### config.mk
export PLATFORM = sky130hd
export DESIGN_NAME = wb_retire_flat
export DESIGN_NICKNAME = d
export VERILOG_FILES = /design/src/rtl/wb_retire_if.sv /design/src/rtl/wb_retire.sv /design/src/flat_wrapper.sv
export SDC_FILE = /design/constraint.sdc
export NUM_CORES = 1
export LEC_CHECK = 0
export ABC_AREA = 1
export BUFFER_PORTS_ARGS = -buffer_cell sky130_fd_sc_hd__buf_2
export CORE_MARGIN = 1
export CORE_UTILIZATION = 60
export CTS_BUF_LIST = sky130_fd_sc_hd__clkbuf_8
export CTS_CLUSTER_SIZE = 25
export DETAILED_ROUTE_END_ITERATION = 12
export GPL_TIMING_DRIVEN = 0
export HOLD_SLACK_MARGIN = 0.12
export PLACE_DENSITY = 0.88
export SYNTH_ARGS = -nofsm -noshare
export SYNTH_HDL_FRONTEND = slang
export SYNTH_SLANG_ARGS = --single-unit
### constraint.sdc
create_clock -name clk -period 7.37 [get_ports clk]
set_clock_uncertainty 0.1 [all_clocks]
set_input_delay 1.474 -clock clk [delete_from_list [all_inputs] [get_ports clk]]
set_output_delay 1.474 -clock clk [all_outputs]
set_load 0.01 [all_outputs]
### src/rtl/wb_retire_if.sv
// rtl/wb_retire_if.sv - MEM/WB retire bundle and trace port interface
//
// Purpose: groups every non-clock signal of wb_retire.
//   master : drives the MEM/WB bundle, flush, trace_ready and trace_clr,
//            and observes HI/LO, LLbit, commit_cnt and the trace FIFO head.
//   slave  : the wb_retire block itself.
// Signals:
//   wb_wd/wb_wreg/wb_wdata          GPR write-back of the committing bundle
//   wb_whilo/wb_hi/wb_lo            HI/LO write-back
//   wb_LLbit_we/wb_LLbit_value      LLbit write-back
//   flush                           exception/ERET flush (clears LLbit only)
//   hi_o/lo_o/LLbit_o               architectural state towards EX/MEM
//   commit_cnt                      architectural commit counter
//   trace_valid/trace_ready         trace FIFO head handshake
//   trace_wd/trace_wdata            trace FIFO head payload
//   trace_level/trace_overflow      occupancy and sticky drop flag
//   trace_clr                       clears trace_overflow
interface wb_retire_if #(
  parameter int TRACE_DEPTH = 4,
  parameter int CNT_W       = 32
);
  localparam int LVL_W = $clog2(TRACE_DEPTH) + 1;

  logic [4:0]       wb_wd;
  logic             wb_wreg;
  logic [31:0]      wb_wdata;
  logic             wb_whilo;
  logic [31:0]      wb_hi;
  logic [31:0]      wb_lo;
  logic             wb_LLbit_we;
  logic             wb_LLbit_value;
  logic             flush;
  logic [31:0]      hi_o;
  logic [31:0]      lo_o;
  logic             LLbit_o;
  logic [CNT_W-1:0] commit_cnt;
  logic             trace_valid;
  logic             trace_ready;
  logic [4:0]       trace_wd;
  logic [31:0]      trace_wdata;
  logic [LVL_W-1:0] trace_level;
  logic             trace_overflow;
  logic             trace_clr;

  modport master (
    output wb_wd, wb_wreg, wb_wdata, wb_whilo, wb_hi, wb_lo,
    output wb_LLbit_we, wb_LLbit_value, flush, trace_ready, trace_clr,
    input  hi_o, lo_o, LLbit_o, commit_cnt,
    input  trace_valid, trace_wd, trace_wdata, trace_level, trace_overflow
  );

  modport slave (
    input  wb_wd, wb_wreg, wb_wdata, wb_whilo, wb_hi, wb_lo,
    input  wb_LLbit_we, wb_LLbit_value, flush, trace_ready, trace_clr,
    output hi_o, lo_o, LLbit_o, commit_cnt,
    output trace_valid, trace_wd, trace_wdata, trace_level, trace_overflow
  );
endinterface

### src/rtl/wb_retire.sv
// rtl/wb_retire.sv - write-back retire stage: HI/LO, LLbit, commit counter, GPR trace FIFO
//
// Purpose: final consumer of the MEM/WB bundle. Owns HI/LO and LLbit,
// counts cycles with any architectural write, and queues non-$0 GPR
// write-backs in a small FIFO drained over a valid/ready port.
// Ports:
//   clk  : clock, all state on posedge
//   rst  : asynchronous active-high reset
//   bus  : wb_retire_if.slave (bundle inputs, state outputs, trace port)
module wb_retire #(
  parameter int TRACE_DEPTH = 4,
  parameter int CNT_W       = 32
) (
  input  logic          clk,
  input  logic          rst,
  wb_retire_if.slave    bus
);
  localparam int PTR_W = (TRACE_DEPTH > 1) ? $clog2(TRACE_DEPTH) : 1;
  localparam int LVL_W = $clog2(TRACE_DEPTH) + 1;

  logic [31:0]      r_hi;
  logic [31:0]      r_lo;
  logic             r_llbit;
  logic [CNT_W-1:0] r_cnt;

  logic [4:0]       r_mem_wd   [TRACE_DEPTH];
  logic [31:0]      r_mem_data [TRACE_DEPTH];
  logic [PTR_W-1:0] r_wptr;
  logic [PTR_W-1:0] r_rptr;
  logic [LVL_W-1:0] r_level;
  logic             r_ovf;

  logic             w_llbit;
  logic             w_commit;
  logic             w_push;
  logic             w_pop;
  logic             w_full;
  logic             w_empty;
  logic             w_accept;
  logic             w_drop;

  // LLbit next value doubles as the forwarded output so MEM sees a flush
  // or an SC/LL write-back in the same cycle it commits.
  always_comb begin
    w_llbit = r_llbit;
    if (bus.flush) begin
      w_llbit = 1'b0;
    end else if (bus.wb_LLbit_we) begin
      w_llbit = bus.wb_LLbit_value;
    end
  end

  assign w_commit = bus.wb_wreg | bus.wb_whilo | bus.wb_LLbit_we;

  // Trace FIFO control. When full, a push is only accepted if the head is
  // leaving in the same cycle; otherwise it is dropped and flagged.
  assign w_empty  = (r_level == '0);
  assign w_full   = (r_level == LVL_W'(TRACE_DEPTH));
  assign w_push   = bus.wb_wreg & (bus.wb_wd != 5'd0);
  assign w_pop    = ~w_empty & bus.trace_ready;
  assign w_accept = w_push & (~w_full | w_pop);
  assign w_drop   = w_push & w_full & ~w_pop;

  always_ff @(posedge clk or posedge rst) begin
    if (rst) begin
      r_hi    <= '0;
      r_lo    <= '0;
      r_llbit <= 1'b0;
      r_cnt   <= '0;
    end else begin
      if (bus.wb_whilo) begin
        r_hi <= bus.wb_hi;
        r_lo <= bus.wb_lo;
      end
      r_llbit <= w_llbit;
      if (w_commit) begin
        r_cnt <= r_cnt + CNT_W'(1);
      end
    end
  end

  always_ff @(posedge clk or posedge rst) begin
    if (rst) begin
      r_wptr  <= '0;
      r_rptr  <= '0;
      r_level <= '0;
      r_ovf   <= 1'b0;
    end else begin
      if (w_accept) begin
        r_wptr <= r_wptr + PTR_W'(1);
      end
      if (w_pop) begin
        r_rptr <= r_rptr + PTR_W'(1);
      end
      r_level <= r_level + LVL_W'(w_accept) - LVL_W'(w_pop);
      // A drop in the same cycle as a clear leaves the flag set.
      if (w_drop) begin
        r_ovf <= 1'b1;
      end else if (bus.trace_clr) begin
        r_ovf <= 1'b0;
      end
    end
  end

  // Storage needs no reset: the head payload is masked while empty.
  always_ff @(posedge clk) begin
    if (w_accept) begin
      r_mem_wd[r_wptr]   <= bus.wb_wd;
      r_mem_data[r_wptr] <= bus.wb_wdata;
    end
  end

  assign bus.hi_o           = r_hi;
  assign bus.lo_o           = r_lo;
  assign bus.LLbit_o        = w_llbit;
  assign bus.commit_cnt     = r_cnt;
  assign bus.trace_valid    = ~w_empty;
  assign bus.trace_wd       = w_empty ? 5'd0  : r_mem_wd[r_rptr];
  assign bus.trace_wdata    = w_empty ? 32'd0 : r_mem_data[r_rptr];
  assign bus.trace_level    = r_level;
  assign bus.trace_overflow = r_ovf;
endmodule

### src/flat_wrapper.sv
// flat-port wrapper written by rule: the top's interface ports become plain ports
module wb_retire_flat 
#(
  parameter int TRACE_DEPTH = 4,
  parameter int CNT_W       = 32
)
  (clk, rst, bus_wb_wd, bus_wb_wreg, bus_wb_wdata, bus_wb_whilo, bus_wb_hi, bus_wb_lo, bus_wb_LLbit_we, bus_wb_LLbit_value, bus_flush, bus_trace_ready, bus_trace_clr, bus_hi_o, bus_lo_o, bus_LLbit_o, bus_commit_cnt, bus_trace_valid, bus_trace_wd, bus_trace_wdata, bus_trace_level, bus_trace_overflow);
  wb_retire_if #(.TRACE_DEPTH(TRACE_DEPTH), .CNT_W(CNT_W)) bus_i ();
  input  logic clk;
  input  logic rst;
  input wire logic [$bits(bus_i.wb_wd)-1:0] bus_wb_wd;
  input wire logic [$bits(bus_i.wb_wreg)-1:0] bus_wb_wreg;
  input wire logic [$bits(bus_i.wb_wdata)-1:0] bus_wb_wdata;
  input wire logic [$bits(bus_i.wb_whilo)-1:0] bus_wb_whilo;
  input wire logic [$bits(bus_i.wb_hi)-1:0] bus_wb_hi;
  input wire logic [$bits(bus_i.wb_lo)-1:0] bus_wb_lo;
  input wire logic [$bits(bus_i.wb_LLbit_we)-1:0] bus_wb_LLbit_we;
  input wire logic [$bits(bus_i.wb_LLbit_value)-1:0] bus_wb_LLbit_value;
  input wire logic [$bits(bus_i.flush)-1:0] bus_flush;
  input wire logic [$bits(bus_i.trace_ready)-1:0] bus_trace_ready;
  input wire logic [$bits(bus_i.trace_clr)-1:0] bus_trace_clr;
  output wire logic [$bits(bus_i.hi_o)-1:0] bus_hi_o;
  output wire logic [$bits(bus_i.lo_o)-1:0] bus_lo_o;
  output wire logic [$bits(bus_i.LLbit_o)-1:0] bus_LLbit_o;
  output wire logic [$bits(bus_i.commit_cnt)-1:0] bus_commit_cnt;
  output wire logic [$bits(bus_i.trace_valid)-1:0] bus_trace_valid;
  output wire logic [$bits(bus_i.trace_wd)-1:0] bus_trace_wd;
  output wire logic [$bits(bus_i.trace_wdata)-1:0] bus_trace_wdata;
  output wire logic [$bits(bus_i.trace_level)-1:0] bus_trace_level;
  output wire logic [$bits(bus_i.trace_overflow)-1:0] bus_trace_overflow;
  assign bus_i.wb_wd = bus_wb_wd;
  assign bus_i.wb_wreg = bus_wb_wreg;
  assign bus_i.wb_wdata = bus_wb_wdata;
  assign bus_i.wb_whilo = bus_wb_whilo;
  assign bus_i.wb_hi = bus_wb_hi;
  assign bus_i.wb_lo = bus_wb_lo;
  assign bus_i.wb_LLbit_we = bus_wb_LLbit_we;
  assign bus_i.wb_LLbit_value = bus_wb_LLbit_value;
  assign bus_i.flush = bus_flush;
  assign bus_i.trace_ready = bus_trace_ready;
  assign bus_i.trace_clr = bus_trace_clr;
  assign bus_hi_o = bus_i.hi_o;
  assign bus_lo_o = bus_i.lo_o;
  assign bus_LLbit_o = bus_i.LLbit_o;
  assign bus_commit_cnt = bus_i.commit_cnt;
  assign bus_trace_valid = bus_i.trace_valid;
  assign bus_trace_wd = bus_i.trace_wd;
  assign bus_trace_wdata = bus_i.trace_wdata;
  assign bus_trace_level = bus_i.trace_level;
  assign bus_trace_overflow = bus_i.trace_overflow;
  wb_retire #(.TRACE_DEPTH(TRACE_DEPTH), .CNT_W(CNT_W)) u_core (.clk(clk), .rst(rst), .bus(bus_i));
endmodule
==> results by group, run 1 <==
Outcome
  • Status: complete, no violations

Clocking
  • H-tree Lvls: 2
  • CTS buffer count: 41
  • Post-CTS Resized: 0
  • Worst-skew pair later-pin latency: 0.54 ns
  • Clk slew on worst S/H paths: 0.07 ns
  • CTS tree: yes
  • Clock buffer depth: 3
  • Root Buffer: clkbuf_8
  • CTS Hold Buffers Added: 0
  • Post-CTS Repair Setup Buffers: 0
  • Clock sinks: 253

Yosys
  • Synth Warn #: 0
  • Seq cells post-synth: 253
  • Area of the mapped netlist: 10,500 um^2
  • Top-area cell type share of the netlist area: 0.425
  • Post-synthesis compound-gate area fraction: 0.0556
  • Yosys cell types: 34
  • Mapped Cells: 866
  • Post-synth EDFFs: 148
  • XOR/XNOR Fraction of Synth Area: 0.0201
  • Largest family of logic cells by synthesized area: simple AND/OR/NAND/NOR gates
  • Largest area contributor in the netlist: edfxtp_1
  • Area share of fa/ha/maj cells after synthesis: 0.00909
  • Top cells by area, synth: edfxtp_1 (42%), dfrtp_1 (25%), mux2_2 (7.0%)
  • Most used DFF post-synth: edfxtp_1
  • Syn Area/Cell: 12.1 um^2
  • Synth async-reset ratio: 0.415
  • Register area share after synthesis: 0.676
  • Syn_nets: 983
  • Simple-gate portion of the synthesized area: 0.132
  • Multiplexer share of the synthesized area: 0.0700

Place
  • IO buf count: 248
  • Final GP Congestion: 0.861
  • HPWL Detailed: 17,100 um
  • Post-Place Cells: 1,339

Critical path
  • Worst Setup End Kind: output pin
  • CP Class: reg2out
  • Startpoint types: flip-flop
  • Worst-path maximum fanout: 10
  • Crit path DAT: 2.21 ns
  • Critical path required time: 5.80 ns

Final layout
  • Fill count: 1,064
  • Area Overhead vs Synth: 23.9%
  • Finished Layout Cells: 1,419
  • Share of cells above drive strength 1: 0.367
  • Fin util: 0.770
  • Nets: 1,279

Drt
  • Final antenna-violating net count: 0
  • Post-Route WL: 25,800 um
  • Wirelength per Cell: 18.2 um
  • 1st-iter DRT viols: 476
  • Via density: 5.46
  • First-pass detailed-route iteration total: 5
  • Residual DRC count: 0
  • Via count: 7,744

GRT
  • Vias in the first global route: 7,888
  • First-pass GRT wire length: 40,100 um
  • GRT overflow: 0
  • Largest net degree at the start of global routing: 58
  • GRT Total Usage: 0.294
  • Initial antenna violation count: 8

Power
  • Gate power share: 0.328
  • Clock network fraction of total power: 0.262
  • Sw power: 0.00159 W
  • Max VDD drop: 0.248 mV
  • Pwr/cell area: 350 nW/um^2
  • Register share of total power: 0.410
  • Sw frac: 0.350
  • Pleak: 5.61 nW
  • Pint: 0.00295 W

Timing
  • Post-layout min period: 3.79 ns
  • Slew @ Worst Pin: 0.731 ns
  • Fin crit share: 0.514
  • Highest Clock Rate: 264 MHz
  • Max Slew Vio Count: 0
  • Setup TNS: 0 ns
  • Final Setup Violations: 0
  • Fin. Hold Viols: 0
  • RSZ-0062 raised after global routing: false
  • Slew HR: 0.513

Floorplan
  • Die X: 134 um
  • Core ar.: 16,800 um^2
  • Vert. Die Dim: 134 um
  • Std cell rows: 47
  • Initial Util: 0.622
  • Die area: 18,000 um^2
  • I/O pins: 249

Flow run
  • Max_cap viols: 0

Hold path
  • Min-delay worst type: reg2reg
[synth_stat cells (7+ instances only)]
cell type,n
nor2_1,173
edfxtp_1,148
dfrtp_1,105
nand2_1,73
o21ai_0,66
mux2_2,65
inv_1,47
a21oi_1,38
nand3_1,23
buf_2,17
xor2_1,14
o21ai_1,11
xnor2_1,10
nand4_1,9
clkbuf_1,7
nand2_2,7
nor3_1,7
[routing by layer]
layer / up-vias / track usage / routed length, um / share of wire
met2: 409 / 0.506 / 13100 / 0.51
met4: 4 / 0.148 / 1020 / 0.039
met1: 3700 / 0.341 / 9250 / 0.36
met5: - / 0 / 26 / 0.0010
li1: 3559 / - / - / -
met3: 72 / 0.0790 / 2470 / 0.095
[registers in the layout, indices dropped and copies added (netlist names)]
name                       flops
u_core.bus.commit_cnt         32
u_core.bus.hi_o               32
u_core.bus.lo_o               32
u_core.bus.trace_level         3
u_core.bus.trace_overflow      1
u_core.r_llbit                 1
u_core.r_mem_data            128
u_core.r_mem_wd               20
u_core.r_rptr                  2
u_core.r_wptr                  2
[cell usage in the layout (no fill, tap or decap), types with 3 or more instances in the layout]
cell	count
dfrtp_1	105
edfxtp_1	148
buf_16	4
o21ai_1	11
nor2_1	169
nand2_1	73
clkinv_1	8
a21oi_1	38
buf_4	6
buf_2	265
clkinv_2	8
mux2_2	65
xnor2_1	10
nand4_1	9
nand3_2	3
diode_2	6
ha_1	6
xor2_1	14
clkbuf_8	46
inv_1	55
clkbuf_2	4
clkbuf_1	7
nor2_4	9
nand2_2	7
nor2_2	6
inv_2	5
nor3_1	7
nand3_1	23
o21ai_0	66
[kinds of logic after synthesis]
family / Yosys count
compound gates: 116
mux: 65
buf+inv: 89
xor+xnor: 24
flops: 253
simple gates: 312
fa+ha+maj: 7
[stage by stage]
step	hold slack (ns)	instance area, um^2	setup WS, ns	power, W
final	0.404	13000	3.58	0.00454
after detailed placement	0.389	12100	3.77	0.00336
after floorplan	0.422	10500	3.04	0.00275
after global placement	0.384	12000	1.78	0.00327
after global routing	0.413	13000	3.49	0.00476
after CTS	0.406	12900	3.59	0.00455
[final timing paths]
kind | start | to | slack [ns] | cells after the start
setup / recovery | u_core.r_rptr[0]$_DFFE_PP0P_ | bus_trace_wd[2] | 3.58 | 7
setup reg to reg | u_core.bus.trace_level[1]$_DFF_PP0_ | u_core.r_mem_data[2][4]$_DFFE_PP_ | 5.06 | 5
max in group asynchronous | rst | u_core.bus.commit_cnt[29]$_DFFE_PP0P_ | 5.49 | 3
min in group asynchronous | rst | u_core.bus.hi_o[11]$_DFFE_PP0P_ | 0.97 | 2
hold reg to reg | u_core.bus.lo_o[3]$_DFFE_PP0P_ | u_core.bus.lo_o[3]$_DFFE_PP0P_ | 0.40 | 1
hold / removal | u_core.bus.lo_o[3]$_DFFE_PP0P_ | u_core.bus.lo_o[3]$_DFFE_PP0P_ | 0.40 | 1
[final cells by class]
cell class / instances / area, um^2 / area share
Buffer: 37 / 195 / 0.0151
Tap cell: 220 / 275 / 0.0212
Inverter: 52 / 198 / 0.0153
Clock buffer: 46 / 633 / 0.0489
Multi-Input combinational cell: 524 / 3030 / 0.234
Sequential cell: 253 / 7070 / 0.546
Antenna cell: 6 / 15.0 / 0.00116
Clock inverter: 28 / 171 / 0.0132
Timing Repair Buffer: 253 / 1370 / 0.106
[power groups by stage]
stage                     Clock (W)  Sequential, W  Combinational (W)
after floorplan                   0        0.00190           0.000847
after global placement            0        0.00188            0.00139
after detailed placement          0        0.00188            0.00148
after CTS                   0.00120        0.00186            0.00149
after global routing        0.00126        0.00188            0.00162
final                       0.00119        0.00186            0.00149
[critical path: stages, from the launching register on]
cell      delay (ns)
dfrtp_1         0.36
buf_2           0.15
inv_1           0.07
buf_2           0.23
clkbuf_2        0.29
o21ai_0         0.13
a21oi_1         0.26
buf_2           0.19
Power figures use the tool's default switching activity.
==> run 2: changes to the inputs <==
CORE_UTILIZATION = 50   (was 60)
PLACE_DENSITY = 0.78   (was 0.88)
clock period = 3.05 ns   (was 7.37 ns; I/O delays follow)
==> results by group, run 2 (synthesized netlist as in run 1, its figures left out) <==
Critical path
  • Startpoint types: flip-flop
  • RR Endpoint: u_core.r_mem_data[0][13]$_DFFE_PP_
  • Critical path required time: 2.34 ns (-3.46 ns)
  • R2R Setup Slk: 0.78 ns (-4.28 ns)
  • Worst-path maximum fanout: 10 (unchanged)
  • R2r startpoint: u_core.bus.trace_level[1]$_DFF_PP0_
  • Crit path DAT: 2.16 ns (-0.05 ns)
  • Reg2reg path depth: 5 (unchanged)
  • CP Class: reg2out
  • Worst Setup End Kind: output pin

Drt
  • Via count: 7,416 (-4.2%)
  • Wirelength per Cell: 16.5 um (-9.1%)
  • Via density: 5.04 (-7.6%)
  • Post-Route WL: 24,300 um (-5.9%)
  • Final antenna-violating net count: 0 (unchanged)
  • 1st-iter DRT viols: 354 (-26%)
  • First-pass detailed-route iteration total: 4 (-1)
  • Residual DRC count: 0 (unchanged)

Power
  • Pleak: 5.62 nW (+0.18%)
  • Total Power: 0.0109 W (+140%)
  • Pwr/cell area: 838 nW/um^2 (+140%)
  • Max VDD drop: 0.558 mV (+130%)

Final layout
  • Share of cells above drive strength 1: 0.370 (+0.00242)
  • Design area: 13,000 um^2 (+0.70%)
  • Largest register FFs: 128 (unchanged)
  • Fin util: 0.641 (-0.130)
  • Fill count: 1,516 (+42%)
  • Most frequent cells in the layout: buf_2 (265), nor2_1 (169), edfxtp_1 (148)
  • Area Overhead vs Synth: 24.8%
  • Largest Register: u_core.r_mem_data
  • Nets: 1,282 (+0.23%)
  • Multi-input logic area: 3030 um^2 (unchanged)
  • FF+latch area: 7070 um^2 (unchanged)
  • Commonest non-fill, non-tap cell in the layout: buf_2

Place
  • Final GP Congestion: 0.839 (-2.5%)
  • HPWL Detailed: 16,600 um (-2.8%)
  • IO buf count: 248 (unchanged)
  • Area post-placement: 12,200 um^2 (+0.44%)
  • DP Worst Slack: 0.598 ns (-3.17 ns)

GRT
  • First-pass GRT wire length: 38,200 um (-4.7%)
  • Vias in the first global route: 7,596 (-3.7%)
  • GRT Total Usage: 0.231 (-0.0632)
  • Largest net degree at the start of global routing: 43 (-26%)
  • GRT overflow: 0 (unchanged)
  • Initial antenna violation count: 3 (-5)

Timing
  • Post-layout min period: 2.87 ns
  • Fin. Hold Viols: 0 (unchanged)
  • Highest Clock Rate: 349 MHz
  • RSZ-0062 raised after global routing: false
  • Fin crit share: 0.940
  • Slew @ Worst Pin: 0.595 ns (-0.136 ns)
  • Final Setup Violations: 0 (unchanged)
  • Hold Slack: 0.180 ns (-0.224 ns)
  • Max Slew Vio Count: 0 (unchanged)
  • Setup ws final: 0.183 ns (-3.40 ns)
  • Slew HR: 0.603 (+0.0907)

Clocking
  • CTS buffer count: 41 (unchanged)
  • Clk slew on worst S/H paths: 0.06 ns (about the same)
  • H-tree Lvls: 2 (unchanged)
  • CTS tree: yes
  • Clock buffer depth: 3 (unchanged)
  • Root Buffer: clkbuf_8
  • Worst-skew pair later-pin latency: 0.52 ns (-0.02 ns)
  • Clock sinks: 253 (unchanged)
  • Post-CTS Repair Setup Buffers: 0 (unchanged)

Floorplan
  • Std cell rows: 52 (+11%)
  • Die area: 21,500 um^2 (+20%)
  • Die X: 147 um (+9.4%)
  • Core ar.: 20,400 um^2 (+21%)
  • Initial Util: 0.514 (-0.108)
  • I/O pins: 249 (unchanged)
  • Vert. Die Dim: 147 um (+9.4%)

Hold path
  • Hold EP: u_core.bus.trace_overflow$_DFFE_PP0P_
  • Min-delay worst type: in2reg
  • Hold wc startpoint: bus_trace_clr
  • Hold path depth: 2 (+1)

Flow run
  • Max_cap viols: 0 (unchanged)

Outcome
  • Status: complete, no violations
-- run 2: cell count changes in the layout (fill, tap and decap cells not counted), moves of 2 or more --
cell and delta:
clkbuf_8 +2, dlygate4sd3_1 +2, buf_12 +5, diode_2 -2, clkinv_1 -2, buf_16 -4
-- run 2: how the worst max path moves through the flow --
stage / from / end / slack (ns) / cells after the start
6_report: u_core.r_rptr[1]$_DFFE_PP0P_ / bus_trace_wdata[8] / 0.18 / 7
5_1_grt: u_core.r_rptr[1]$_DFFE_PP0P_ / bus_trace_wdata[24] / 0.004 / 7
4_1_cts: u_core.r_rptr[1]$_DFFE_PP0P_ / bus_trace_wdata[8] / 0.17 / 7
3_5_place_dp: bus_trace_ready / u_core.r_mem_data[0][11]$_DFFE_PP_ / 0.60 / 6
3_3_place_gp: bus_trace_ready / u_core.r_mem_data[1][2]$_DFFE_PP_ / -1.45 / 5
2_1_floorplan: bus_trace_ready / u_core.r_mem_data[0][0]$_DFFE_PP_ / -0.01 / 4
-- run 2: power breakdown --
part	switching (W)	internal, W
logic	0.00226	0.00132
clock network	0.00128	0.00161
registers	0.000224	0.00424
total	0.00377	0.00716
-- run 2: area by class of cell --
cell class / instances / share of cell area
inverter: 52 / 0.0152
tap: 270 / 0.0259
antenna: 4 / 0.000767
buffer: 37 / 0.0150
multi-input combinational: 524 / 0.232
timing repair buffer: 256 / 0.106
clock buffer: 48 / 0.0506
clock inverter: 26 / 0.0127
sequential: 253 / 0.542
-- run 2: metal layers --
metal,track usage,up-vias,part of all wire
met5,0,-,0.00053
met1,0.267,3518,0.37
met3,0.0528,47,0.076
met4,0.0813,2,0.020
li1,-,3558,-
met2,0.418,291,0.53
-- run 2: what timing repair did --
action                     4_1_cts  5_1_grt
hold buffers                     2        0
hold endpoints to repair        24        0
resized for setup                0        0
setup endpoints to repair        0        0
-- run 2: per-stage QoR --
stage          TNS (ns)  std cells
2_1_floorplan     -2.14        866
3_3_place_gp    -206.32       1384
3_5_place_dp          0       1390
4_1_cts               0       1466
5_1_grt               0       1468
6_report              0       1470
-- run 2: worst max-delay path, stage by stage (launching register included) --
cell	delay, ns
dfrtp_1	0.38
inv_1	0.06
buf_2	0.24
buf_1	0.45
nor2_1	0.10
o21ai_0	0.12
a21oi_1	0.11
buf_2	0.17
